<file path="src/rtl/div_iter_pkg.sv">
// ---------------------------------------------------------------------------
// div_iter_pkg
// Shared definitions for the iterative divider: the controller state encoding
// and the func3 operation codes presented on div_ctrl.
// ---------------------------------------------------------------------------
package div_iter_pkg;

    typedef enum logic [1:0] {
        IDLE = 2'd0,
        CALC = 2'd1,
        FIX  = 2'd2,
        DONE = 2'd3
    } div_state_t;

    localparam logic [2:0] DIV  = 3'b100;
    localparam logic [2:0] DIVU = 3'b101;
    localparam logic [2:0] REM  = 3'b110;
    localparam logic [2:0] REMU = 3'b111;

endpackage

</file>
<file path="src/rtl/div_iter.sv">
// ---------------------------------------------------------------------------
// div_iter
// Iterative restoring divider for DIV/DIVU/REM/REMU. One quotient bit is
// produced per clock. Divide-by-zero and signed overflow bypass the loop.
//
// Ports
//   clk       : clock, rising edge
//   rst       : asynchronous active-high reset
//   start     : request an operation (accepted only in IDLE with a div func3)
//   kill      : abort any operation in flight; wins over start
//   op1, op2  : dividend, divisor
//   div_ctrl  : func3 (100 DIV, 101 DIVU, 110 REM, 111 REMU)
//   busy      : operation accepted and not yet completed
//   done      : one-cycle result-valid pulse
//   result    : quotient or remainder, held after done
// ---------------------------------------------------------------------------
module div_iter
    import div_iter_pkg::*;
#(
    parameter int DATA_WIDTH = 32
) (
    input  logic                  clk,
    input  logic                  rst,
    input  logic                  start,
    input  logic                  kill,
    input  logic [DATA_WIDTH-1:0] op1,
    input  logic [DATA_WIDTH-1:0] op2,
    input  logic [2:0]            div_ctrl,
    output logic                  busy,
    output logic                  done,
    output logic [DATA_WIDTH-1:0] result
);

    localparam int W  = DATA_WIDTH;
    localparam int CW = $clog2(DATA_WIDTH) + 1;
    localparam logic [W-1:0] MIN_INT = {1'b1, {(W-1){1'b0}}};

    function automatic logic [W-1:0] negate(input logic [W-1:0] x);
        return ~x + 1'b1;
    endfunction

    div_state_t    state_q, state_d;
    logic [CW-1:0] cnt_q;
    logic          rem_sel_q;   // 1: return remainder, 0: quotient
    logic          q_neg_q;     // quotient needs negation in FIX
    logic          r_neg_q;     // remainder needs negation in FIX
    logic [W-1:0]  dvs_q;       // divisor magnitude
    logic [W-1:0]  quo_q;       // dividend shifts out, quotient shifts in
    logic [W-1:0]  rem_q;       // partial remainder
    logic [W-1:0]  result_q;

    logic          accept, signed_op, a_neg, b_neg, div_zero, overflow;
    logic signed [W-1:0] op1_s, op2_s;
    logic [W-1:0]  a_mag, b_mag, sel_val;
    logic [W:0]    rem_sh, dvs_ext;
    logic          ge;

    // ---- operand decode at accept ----
    assign accept    = (state_q == IDLE) && start && div_ctrl[2] && !kill;
    assign signed_op = (div_ctrl == DIV) || (div_ctrl == REM);
    assign op1_s     = op1;
    assign op2_s     = op2;
    assign a_neg     = signed_op && (op1_s < 0);
    assign b_neg     = signed_op && (op2_s < 0);
    assign a_mag     = a_neg ? negate(op1) : op1;
    assign b_mag     = b_neg ? negate(op2) : op2;
    assign div_zero  = (op2 == '0);
    assign overflow  = signed_op && (op1 == MIN_INT) && (op2 == '1);

    // ---- one restoring step: the shifted remainder needs W+1 bits ----
    assign rem_sh  = {rem_q, quo_q[W-1]};
    assign dvs_ext = {1'b0, dvs_q};
    assign ge      = (rem_sh >= dvs_ext);

    // State register
    always_ff @(posedge clk or posedge rst) begin
        if (rst) state_q <= IDLE;
        else     state_q <= state_d;
    end

    // Next-state logic
    always_comb begin
        state_d = state_q;
        case (state_q)
            IDLE: if (accept) state_d = (div_zero || overflow) ? DONE : CALC;
            CALC: if (cnt_q == CW'(W-1)) state_d = FIX;
            FIX:  state_d = DONE;
            DONE: state_d = IDLE;
            default: state_d = IDLE;
        endcase
        if (kill) state_d = IDLE;
    end

    // Outputs: result tracks the selected value only while done is asserted,
    // so a killed DONE cycle leaves the visible result untouched.
    always_comb begin
        busy    = (state_q != IDLE);
        done    = (state_q == DONE) && !kill;
        sel_val = rem_sel_q ? rem_q : quo_q;
        result  = done ? sel_val : result_q;
    end

    // Datapath
    always_ff @(posedge clk or posedge rst) begin
        if (rst) begin
            cnt_q     <= '0;
            rem_sel_q <= 1'b0;
            q_neg_q   <= 1'b0;
            r_neg_q   <= 1'b0;
            dvs_q     <= '0;
            quo_q     <= '0;
            rem_q     <= '0;
            result_q  <= '0;
        end else begin
            case (state_q)
                IDLE: begin
                    if (accept) begin
                        cnt_q     <= '0;
                        rem_sel_q <= div_ctrl[1];
                        dvs_q     <= b_mag;
                        if (div_zero) begin
                            quo_q   <= '1;
                            rem_q   <= op1;
                            q_neg_q <= 1'b0;
                            r_neg_q <= 1'b0;
                        end else if (overflow) begin
                            quo_q   <= MIN_INT;
                            rem_q   <= '0;
                            q_neg_q <= 1'b0;
                            r_neg_q <= 1'b0;
                        end else begin
                            quo_q   <= a_mag;
                            rem_q   <= '0;
                            q_neg_q <= a_neg ^ b_neg;
                            r_neg_q <= a_neg;
                        end
                    end
                end
                CALC: begin
                    cnt_q <= cnt_q + 1'b1;
                    quo_q <= {quo_q[W-2:0], ge};
                    rem_q <= ge ? W'(rem_sh - dvs_ext) : rem_sh[W-1:0];
                end
                FIX: begin
                    if (q_neg_q) quo_q <= negate(quo_q);
                    if (r_neg_q) rem_q <= negate(rem_q);
                end
                DONE: begin
                    if (!kill) result_q <= sel_val;
                end
                default: ;
            endcase
        end
    end

endmodule

</file>
<file path="config.mk">
export PLATFORM = sky130hd
export DESIGN_NAME = div_iter
export DESIGN_NICKNAME = d
export VERILOG_FILES = /design/src/rtl/div_iter_pkg.sv /design/src/rtl/div_iter.sv
export SDC_FILE = /design/constraint.sdc
export NUM_CORES = 1
export LEC_CHECK = 0
export ABC_AREA = 1
export BUFFER_PORTS_ARGS = -buffer_cell sky130_fd_sc_hd__buf_2
export CAP_MARGIN = 30
export CORE_MARGIN = 4
export CORE_UTILIZATION = 60
export DETAILED_ROUTE_END_ITERATION = 6
export HOLD_SLACK_MARGIN = 0.02
export PLACE_DENSITY = 0.78
export SETUP_SLACK_MARGIN = 0.1
export SYNTH_ARGS = -nofsm -noshare
export SYNTH_HDL_FRONTEND = slang
export SYNTH_SLANG_ARGS = --single-unit
</file>
<file path="constraint.sdc">
create_clock -name clk -period 6.8 [get_ports clk]
set_clock_uncertainty 0.15 [all_clocks]
set_input_delay 1.7 -clock clk [delete_from_list [all_inputs] [get_ports clk]]
set_output_delay 1.7 -clock clk [all_outputs]
set_load 0.05 [all_outputs]
</file>
After elaboration in Yosys (flattened, before gate mapping)
Cells that the tools add are included.
{ "totals": {"reg_bits": 139, "latch_bits": 0, "ramBits": 0, "mem_bits_ro": 0, "in_bits": 71, "mem_count": 0} }
{ "op_classes": {"n_addsub": 6, "multipliers": 0, "div_mod_pow": 0, "n_lt_le_gt_ge": 3, "n_eq_ne": 13, "shifts": 0, "muxes": 25, "bitwise": 6, "n_reduce_logical": 22} }
{ "op_table": {"columns": ["operator", "n"], "rows": [
  ["$mux 32", 12],
  ["$pmux 32 s3", 2],
  ["$add 32x1->32 const B", 4],
  ["$not 32->32", 4],
  ["$eq 32x32->1 const B", 2],
  ["$lt 32x1->1 const B", 2],
  ["$ge 33x32->1", 1],
  ["$logic_not 32->1", 1],
  ["$sub 32x32->32", 1],
  ["$pmux 6 s2", 1],
  ["$logic_and 1x1->1", 8],
  ["$mux 2", 4],
  ["$pmux 2 s4", 1],
  ["$reduce_and 2->1", 4],
  ["$add 6x1->6 const B", 1],
  ["$eq 3x3->1 const B", 2],
  ["$eq 6x5->1 const B", 1],
  ["$mux 6", 1],
  ["$ne 2x2->1 const B", 3],
  ["$ne 3x3->1 const B", 2],
  ["$reduce_and 3->1", 2],
  ["$eq 2x2->1 const B", 2],
  ["$mux 1", 4],
  ["$reduce_bool 2->1", 2],
  ["7 further kinds", 8]
]} }

Logic depth before layout (Yosys ltp)
Gate-level depths: netlist of the first run.
{ "logic_depth": {"ltp_word": 9, "mapped_depth": 19, "ltp_nobuf": 19} }

Least setup slack after synthesis of the first run
Ideal clock, no wire load.
{ "synth_path": {"path_kind": "input -> output", "startpoint": "in kill", "endpoint": "out result[0]", "arrival_ps": 3646, "t_required_ps": 4950, "setup_slack_ps": 1304, "stages": 5, "path_buffers": 2, "cell_sequence": "clkbuf_1 > nor2_1 > clkbuf_1 > nor2_1 > nor2_1"} }
{ "synth_between": {"elab_chain_len": 3} }
{ "synth_lines": {"columns": ["element", "line_no", "rtl"], "rows": [
  ["start: declaration", "div_iter.sv:25", "input logic kill,"],
  ["$logic_not 1->1", null, null],
  ["$logic_and 1x1->1", "div_iter.sv:98", "done = (state_q == DONE) && !kill;"],
  ["net done", "div_iter.sv:30", "output logic done,"],
  ["$mux 32", "div_iter.sv:100", "result = done ? sel_val : result_q;"],
  ["end: declaration", "div_iter.sv:31", "output logic [DATA_WIDTH-1:0] result"]
]} }
The timed path passes the listed nets, and every way through them passes these cells.

Worst setup path after layout of the first run
{ "layout_path": {"startpoint": "in kill", "endpoint": "out result[20]"} }
{ "layout_between": {"elab_chain_len": 3} }
{ "layout_lines": {"columns": ["element", "line_no"], "rows": [
  ["$logic_not 1->1", null],
  ["$logic_and 1x1->1", "div_iter.sv:98"],
  ["$mux 32", "div_iter.sv:100"]
]} }
Every way passes these cells.

==> reports/results.ini, run 1 <==
[status]
status = complete, no violations

[drt]
final_antenna_net_count = 0
viasPerCell = 6.09
totalWireLength_um = 49600
drt-initial-drc-count = 2333
wl_met3_um = 6350
wl_per_cell_um = 19.4
firstDrtPassIters = 6
highest_layer = met5
vias = 15500
drcViolationCount = 0
drt-met1-wl_um = 20500
dr_wl_met2_um = 20500

[power_and_ir_drop]
totalPowerFinal_mw = 7.42
power_density_mw_per_mm2 = 515
cellLeakagePower_nw = 7.30
ir_drop_mv = 0.417

[final_layout]
final_util_pct = 67.7
multi_input_area_mm2 = 0.00817
layout.nets = 2378
seq_area_mm2 = 0.00348
layout-drive-gt1-share_pct = 7.86
mostFrequentLayoutCell = nand2_1
final_cells = 2553
area_growth_syn_to_layout_pct = 9.50
finalInstanceArea_mm2 = 0.0144
fill_cells = 1987
final_cell_mix = nand2_1, inv_1, nor2_1

[logic_synthesis]
synth_cell_type_count = 46
synth_area_leaders = dfrtp_1, nand2_1, nand3_1, inv_1, nor2_1
synth_edf_count = 0
yosys_warnings = 0
async_flop_share_pct = 100
syn_area_mm2 = 0.0132
ys_dominant_reg_cell = dfrtp_1
seq_area_frac_synth_pct = 26.4
syn-mean-instance-area_um2 = 5.97
synth_top_cell_by_area = dfrtp_1
syn_nets = 2319
synth_top_area_share_pct = 26.4
ys_ff_latch = 139
synthesis.instances = 2205

[worst_hold_path]
hold_path_class = reg -> reg

[grt]
grt_max_degree = 74
grt.total_usage_pct = 40.4
grt_pass1_wl_um = 76800
grt_pass1_vias = 14100
antenna_found_initial = 2
grt_overflow = 0

[cts]
clock_path_buffers = 2
post_cts_resized = 0
clock_latency_ns = 0.44
numCtsBuffers = 17
cts_tree = done
postCtsSetupBuffers = 0
postCtsHoldBufs = 0
htreeDepth = 4
clk_pin_slew_ns = 0.07
numClockSinks = 139
ctsRootBufferMaster = clkbuf_16

[setup_path]
arrival_ns = 3.15
required_ns = 4.95
max_stage_delay_ns = 0.36
cp-end-kind = primary output
cp_slowest_cell = nor2_4
critPathLaunchType = primary input
cp_cell_sequence = buf_2, nor2_4, buf_12, buf_4, nor2_1, nor2_1, buf_2
path_class = in -> out
crit_fanout = 50

[floorplanning]
core_area_mm2 = 0.0213
die_area_mm2 = 0.0244
die-height_um = 156
io-pin-count = 105
die-width_um = 156
rows = 53
start_util_pct = 61.9

[timing]
setup_violations = 0
setup_tns_ns = 0
post-route-period-util_pct = 73.5
period_needed_ns = 5.00
rsz0062_at_grt = false
max_clock_freq_mhz = 200
final_max_slew_viol_count = 0
worst_slew_pin_slew_ns = 1.12
maxSlewHeadroom_pct = 25.4
whs_ns = 0.339
hold_violations = 0
setup_ws_ns = 1.80

[placed_design]
gp_congestion = 1.09
numPortBuffers = 104
placed_area_mm2 = 0.0138
place_hpwl_um = 38000
placed_cells = 2519
pre_cts_ws_ns = 1.85

[run]
drv_cap = 0

==> registers in the layout (all words and copies together), names as in the netlist <==
name and count:
dvs_q 32, result_q 32, rem_sel_q 1, q_neg_q 1, rem_q 32, cnt_q 6, r_neg_q 1, quo_q 32
state_q 2
==> cell type report <==
type / count / area share [%]
multi-input combinational: 1673 / 56.6
sequential: 139 / 24.1
inverter: 315 / 8.23
timing repair buffer: 118 / 4.51
clock buffer: 18 / 3.05
tap: 275 / 2.39
clock inverter: 14 / 1.05
antenna: 1 / 0.0174
==> worst max-delay path: cells and delay by family <==
kind,cells,cell delay [ns]
buf+inv,4,0.87
simple gates,3,0.55
==> synth_stat cells, types with 7 or more instances <==
| library cell | instances |
|---|---|
| nor4_1 | 9 |
| o211ai_1 | 16 |
| buf_2 | 10 |
| nand4_1 | 37 |
| o21bai_1 | 7 |
| buf_1 | 8 |
| xor2_1 | 39 |
| nor3_1 | 43 |
| inv_1 | 309 |
| o21ai_1 | 9 |
| dfrtp_1 | 139 |
| nand3_1 | 243 |
| xnor2_1 | 17 |
| o22ai_1 | 18 |
| a31oi_1 | 7 |
| nor2_1 | 283 |
| o21ai_0 | 154 |
| nand2_1 | 557 |
| ha_1 | 42 |
| clkbuf_1 | 51 |
| a21oi_1 | 149 |
==> where the power goes <==
group | internal, mW | switching, mW | leakage (nW) | total, mW
clock | 0.530 | 0.436 | 0.286 | 0.966
combinational | 1.35 | 3.55 | 5.28 | 4.91
sequential | 1.19 | 0.359 | 1.73 | 1.55
total | 3.07 | 4.35 | 7.30 | 7.42
==> kinds of logic after synthesis <==
group,after synthesis,share of synthesized area [%]
AO/OA/AOI/OAI,377,15.5
XOR/XNOR,56,3.72
adder cells (fa/ha/maj),43,4.14
buffers and inverters,393,11.7
flip-flops,139,26.4
multiplexers,1,0.0760
AND/OR/NAND/NOR,1196,38.5
==> metal layers <==
layer  track usage (%)  vias up
met3              10.0      176
met4              14.8        2
met1              57.7     7003
met2              59.4     1059
met5                 0        -
li1                  -     7303
==> path summary, 6_finish.rpt <==
kind	to	slack, ns	cells after the start	startpoint
min in group asynchronous	dvs_q[18]	1.23	2	rst
setup / recovery	result[20]	1.80	7	kill
hold / removal	dvs_q[14]	0.34	2	dvs_q[14]
setup reg to reg	rem_q[7]	3.01	10	state_q[0]
hold reg to reg	dvs_q[14]	0.34	2	dvs_q[14]
max in group asynchronous	quo_q[31]	3.87	3	rst
(Power assumes the default switching activity.)
==> run 2, diff against run 1 <==
--- a/config.mk
+++ b/config.mk
@@ -5,14 +5,14 @@
 export SDC_FILE = /design/constraint.sdc
 export NUM_CORES = 1
 export LEC_CHECK = 0
-export ABC_AREA = 1
+export ABC_AREA = 0
 export BUFFER_PORTS_ARGS = -buffer_cell sky130_fd_sc_hd__buf_2
 export CAP_MARGIN = 30
 export CORE_MARGIN = 4
-export CORE_UTILIZATION = 60
+export CORE_UTILIZATION = 56
 export DETAILED_ROUTE_END_ITERATION = 6
 export HOLD_SLACK_MARGIN = 0.02
-export PLACE_DENSITY = 0.78
+export PLACE_DENSITY = 0.77
 export SETUP_SLACK_MARGIN = 0.1
 export SYNTH_ARGS = -nofsm -noshare
 export SYNTH_HDL_FRONTEND = slang
==> constraint.sdc (replaced) <==
create_clock -name clk -period 4.3 [get_ports clk]
set_clock_uncertainty 0.15 [all_clocks]
set_input_delay 1.075 -clock clk [delete_from_list [all_inputs] [get_ports clk]]
set_output_delay 1.075 -clock clk [all_outputs]
set_load 0.05 [all_outputs]
==> run 2 against run 1 <==
  * Non-clock buffer count increased by 23
  * Sequential share of layout area grew 2.5 points
  * Die area fell by 5.2%
  * Final cell count is 28% lower
  * Combinational power is 54% higher
  * Register-to-register slack got worse by 2.6 ns
  * Sequential cell count unchanged
  * Worst hold slack lost 0.0076 ns
  * Sequential power up 74%
  * Critical path type is now reg -> reg
  * Critical endpoint is now rem_q[17]
==> reports/results.ini, run 2 <==
[timing]
period_needed_ns = 3.85
max_clock_freq_mhz = 260
hold_violations = 0
worst_slew_pin_slew_ns = 0.835
setup_violations = 0
rsz0062_at_grt = false
post-route-period-util_pct = 89.6
final_max_slew_viol_count = 0
maxSlewHeadroom_pct = 44.2
setup_tns_ns = 0

[drt]
final_antenna_net_count = 0
firstDrtPassIters = 6
drt-initial-drc-count = 1166
drcViolationCount = 0
vias = 11700
totalWireLength_um = 36600
wl_per_cell_um = 20.0
viasPerCell = 6.43

[logic_synthesis]
syn_nets = 1599
synth_edf_count = 0
syn_area_mm2 = 0.0116
synth_top_cell_by_area = dfrtp_1
synth_top_area_share_pct = 29.9
seq_area_frac_synth_pct = 29.9
ys_ff_latch = 139
syn-mean-instance-area_um2 = 7.82
synth_cell_type_count = 78
synth.top_cells.by_count = nand2_1, o21ai_0, dfrtp_1, a21oi_1, nor2_1
ys_dominant_reg_cell = dfrtp_1
yosys_warnings = 0
synthesis.instances = 1485
async_flop_share_pct = 100
yosysMostFrequentCell = nand2_1
synth_area_leaders = dfrtp_1, nand2_1, o21ai_0, xnor2_1, ha_1

[final_layout]
layout.nets = 1658
fill_cells = 1823
finalInstanceArea_mm2 = 0.0131
mostFrequentLayoutCell = nand2_1
final_cell_mix = nand2_1, o21ai_0, dfrtp_1
layout-drive-gt1-share_pct = 14.3
area_growth_syn_to_layout_pct = 12.3

[setup_path]
required_ns = 4.45
path_class = reg -> reg
r2r_setup_slack_ns = 0.45
critPathLaunchType = flop
r2r-start = rem_q[12]
arrival_ns = 4.00
startpoint = rem_q[12]
cp-end-kind = flop
crit_fanout = 24
r2r-end = rem_q[17]
reg2reg_depth = 11

[worst_hold_path]
hold_end = dvs_q[10]
hold_path_class = reg -> reg
hp-start = dvs_q[10]
hold_depth = 2

[cts]
postCtsHoldBufs = 0
clock_path_buffers = 2
clock_latency_ns = 0.43
htreeDepth = 4
postCtsSetupBuffers = 0
clk_pin_slew_ns = 0.06
numCtsBuffers = 17
cts_tree = done
post_cts_resized = 0
numClockSinks = 139
ctsRootBufferMaster = clkbuf_16

[grt]
grt_max_degree = 72
grt_overflow = 0
antenna_found_initial = 3
grt.total_usage_pct = 31.1
grt_pass1_vias = 11300
grt_pass1_wl_um = 59100

[floorplanning]
io-pin-count = 105
core_area_mm2 = 0.0203
die-width_um = 152
die_area_mm2 = 0.0231
start_util_pct = 57.2
rows = 52
die-height_um = 152

[power_and_ir_drop]
cellLeakagePower_nw = 5.65
power_density_mw_per_mm2 = 901
ir_drop_mv = 0.724

[placed_design]
gp_congestion = 0.991
place_hpwl_um = 26800
placed_area_mm2 = 0.0124
numPortBuffers = 104

[status]
status = complete, no violations

[run]
drv_cap = 0

-- run 2: changes by cell type in the layout (fill, tap and decap cells not counted), sizes merged, moves of 49 or more --
cell,change
inv,-252
nand3,-217
xnor2,+55
a21oi,-49
nor2,-184
nand2,-358
-- run 2: worst max-delay path, stage by stage, from the launching register on --
cell and delay, ns:
dfrtp_1 0.50, ha_1 0.51, nand4_1 0.17, nor2_1 0.18, o2111ai_1 0.23, a311oi_1 0.54
o311ai_2 0.15, nand2_1 0.13, buf_4 0.31, mux2_2 0.37, a221oi_1 0.39, nor3_1 0.11
-- run 2: kinds of logic after synthesis --
family | count (synthesis) | share of synthesized area (%)
AO/OA/AOI/OAI | 446 | 24.5
XOR/XNOR | 118 | 8.89
adder cells (fa/ha/maj) | 43 | 4.69
buffers and inverters | 170 | 5.55
flip-flops | 139 | 29.9
multiplexers | 59 | 5.31
AND/OR/NAND/NOR | 510 | 21.1
-- run 2: how the worst max path moves through the flow --
| stage | end | slack (ns) | depth (start not counted) |
|---|---|---|---|
| after global placement | quo_q[11] | 0.30 | 12 |
| final | rem_q[17] | 0.45 | 11 |
| after global routing | rem_q[17] | 0.23 | 11 |
| after CTS | rem_q[18] | 0.51 | 13 |
| after detailed placement | quo_q[1] | 0.23 | 12 |
| after floorplan | result[0] | 0.35 | 4 |
-- run 2: final cells by class --
| type | count | area [um2] | share of cell area, % |
|---|---|---|---|
| Multi-Input combinational cell | 1176 | 7520 | 57.6 |
| Sequential cell | 139 | 3480 | 26.7 |
| Timing Repair Buffer | 141 | 861 | 6.60 |
| Inverter | 69 | 263 | 2.01 |
| Tap cell | 270 | 338 | 2.59 |
| Clock inverter | 11 | 118 | 0.901 |
| Antenna cell | 2 | 5.00 | 0.0383 |
| Clock buffer | 20 | 467 | 3.58 |
-- run 2: layer usage --
layer	global-route usage (%)	routed length, um	part of all wire [%]
met1	41.2	15000	41
met2	50.6	17100	47
met3	6.31	2960	8.1
met4	11.6	1490	4.1
met5	0	14	0.038
-- run 2: power by group --
part | total [mW] | internal (mW) | switching [mW]
clock | 1.52 | 0.896 | 0.623
sequential | 2.70 | 1.91 | 0.789
combinational | 7.54 | 2.89 | 4.65
-- run 2: through the flow --
step / utilization [%] / hold slack [ns] / setup WS [ns] / instances / power [mW]
final: 64.3 / 0.331 / 0.447 / 1828 / 11.8
after global routing: 64.3 / 0.347 / 0.227 / 1828 / 12.6
after CTS: 64.2 / 0.335 / 0.512 / 1825 / 11.6
after detailed placement: 61.3 / 0.321 / 0.230 / 1794 / 10.1
after global placement: 61.3 / 0.316 / 0.303 / 1794 / 9.89
after floorplan: - / 0.300 / 0.349 / 1485 / 8.14
==> run 3, diff against run 2 <==
--- a/config.mk
+++ b/config.mk
@@ -12,7 +12,7 @@
 export CORE_UTILIZATION = 56
 export DETAILED_ROUTE_END_ITERATION = 6
 export HOLD_SLACK_MARGIN = 0.02
-export PLACE_DENSITY = 0.77
+export PLACE_DENSITY_LB_ADDON = 0.25
 export SETUP_SLACK_MARGIN = 0.1
 export SYNTH_ARGS = -nofsm -noshare
 export SYNTH_HDL_FRONTEND = slang
==> run 3 against run 2 <==
  * Worst setup slack worse by 0.00062 ns
  * Sequential power about the same
  * First-iteration DRC count up 7.2%
  * Final cell count increased by 0.33%
  * Global-route usage shrank 0.67 points
  * Sequential share of layout area decreased by 0.19 points
  * Sequential cell count unchanged
  * Non-clock buffer count rose by 3
==> reports/results.ini, run 3 (same netlist as run 2, synthesis figures left out) <==
[status]
status = complete, no violations

[drt]
totalWireLength_um = 36000
final_antenna_net_count = 0
viasPerCell = 6.40
drcViolationCount = 0
drt-initial-drc-count = 1250
vias = 11700
wl_per_cell_um = 19.6
firstDrtPassIters = 7

[setup_path]
r2r-end = rem_q[18]
arrival_ns = 3.98
crit_fanout = 6
cp_slowest_cell = a221oi_2
r2r_setup_slack_ns = 0.45
reg2reg_depth = 13
cp_cell_sequence = inv_1, ha_1, inv_1, fa_1, a21o_1, a221o_1, a221oi_2, o21ai_0, a21oi_1, xnor2_1, mux2_2, a221oi_1, o31ai_1
critPathLaunchType = flop
crit_buf_inv = 2
cp_top_family = compound AO/OA/AOI/OAI gates
required_ns = 4.43
path_class = reg -> reg
cp_num_cells = 13
cp-end-kind = flop
crit_top_cell = inv_1
crit_end = rem_q[18]
max_stage_delay_ns = 0.56
r2r-start = quo_q[31]
startpoint = quo_q[31]

[cts]
numCtsBuffers = 17
htreeDepth = 4
clk_pin_slew_ns = 0.06
postCtsHoldBufs = 0
cts_tree = done
post_cts_resized = 0
numClockSinks = 139
clock_path_buffers = 2
clock_latency_ns = 0.44
postCtsSetupBuffers = 0
ctsRootBufferMaster = clkbuf_16

[timing]
setup_tns_ns = 0
rsz0062_at_grt = false
worst_slew_pin_slew_ns = 1.04
final_max_slew_viol_count = 0
max_clock_freq_mhz = 259
maxSlewHeadroom_pct = 30.7
period_needed_ns = 3.85
hold_violations = 0
setup_violations = 0
post-route-period-util_pct = 89.6

[final_layout]
final_util_pct = 64.7
multi_input_area_mm2 = 0.00752
area_growth_syn_to_layout_pct = 13.1
seq_area_mm2 = 0.00348
layout-drive-gt1-share_pct = 14.5
layout.nets = 1661
mostFrequentLayoutCell = nand2_1
fill_cells = 1804
final_cell_mix = nand2_1, o21ai_0, dfrtp_1

[run]
drv_cap = 0

[placed_design]
place_hpwl_um = 26200
gp_congestion = 0.985
numPortBuffers = 104

[grt]
grt_overflow = 0
grt_pass1_vias = 11000
grt_max_degree = 72
grt.total_usage_pct = 30.5
antenna_found_initial = 4
grt_pass1_wl_um = 58000

[floorplanning]
rows = 52
die-height_um = 152
die_area_mm2 = 0.0231
die-width_um = 152
io-pin-count = 105
core_area_mm2 = 0.0203
start_util_pct = 57.2

[power_and_ir_drop]
cellLeakagePower_nw = 5.68
ir_drop_mv = 0.636
power_density_mw_per_mm2 = 905

[worst_hold_path]
hold_path_class = reg -> reg
hp-start = dvs_q[18]

run 3: changes by cell type in the layout (fill, tap and decap cells not counted):
cell / previous run / this run
clkinv_2: 5 / 0
buf_4: 32 / 35
bufinv_16: 2 / 4
clkbuf_8: 3 / 1
clkinv_4: 0 / 2
diode_2: 2 / 4
inv_8: 0 / 2
clkinvlp_4: 3 / 4
inv_6: 2 / 3
run 3: cell type report:
type	instances	share of cell area [%]
repair buffers	144	6.72
inverters	69	2.00
clock buffers	18	3.34
flip-flops and latches	139	26.5
diodes	4	0.0762
well taps	270	2.57
multi-input cells	1176	57.2
clock inverters	14	1.59
run 3: worst min path at each step:
stage	end	slack, ns	cells after the start
after floorplan	dvs_q[10]	0.30	2
after global placement	result_q[13]	0.31	2
after detailed placement	dvs_q[9]	0.32	2
after CTS	dvs_q[2]	0.33	2
after global routing	dvs_q[11]	0.35	2
final	dvs_q[18]	0.33	2
run 3: report_power, final:
part	internal [mW]	switching, mW	total, mW
Combinational	2.93	4.62	7.55
Sequential	1.91	0.773	2.68
Clock	1.00	0.656	1.66
run 3: through the flow:
step           cell area (um2)  worst slack (ns)  hold WS (ns)  total power [mW]  std cells
2_1_floorplan            11600             0.349         0.300              8.14       1485
3_3_place_gp             12500             0.341         0.315              9.91       1798
3_5_place_dp             12500             0.222         0.320              10.1       1798
4_1_cts                  13100             0.468         0.334              11.8       1830
5_1_grt                  13100             0.222         0.349              12.8       1832
6_report                 13100             0.446         0.328              11.9       1834
run 3: routing by layer:
| layer | GRT usage (%) | part of all wire (%) | vias up |
|---|---|---|---|
| met5 | 0 | 0.042 | - |
| li1 | - | - | 5499 |
| met2 | 48.0 | 45 | 603 |
| met1 | 40.8 | 41 | 5499 |
| met3 | 5.46 | 8.6 | 126 |
| met4 | 14.3 | 5.2 | 2 |
run 3: worst register-to-register path, stage by stage, from the launching register on:
cell and delay (ns):
dfrtp_1 0.41, inv_1 0.18, ha_1 0.19, inv_1 0.05
fa_1 0.41, a21o_1 0.21, a221o_1 0.33, a221oi_2 0.56
o21ai_0 0.23, a21oi_1 0.21, xnor2_1 0.09, mux2_2 0.28
a221oi_1 0.27, o31ai_1 0.12
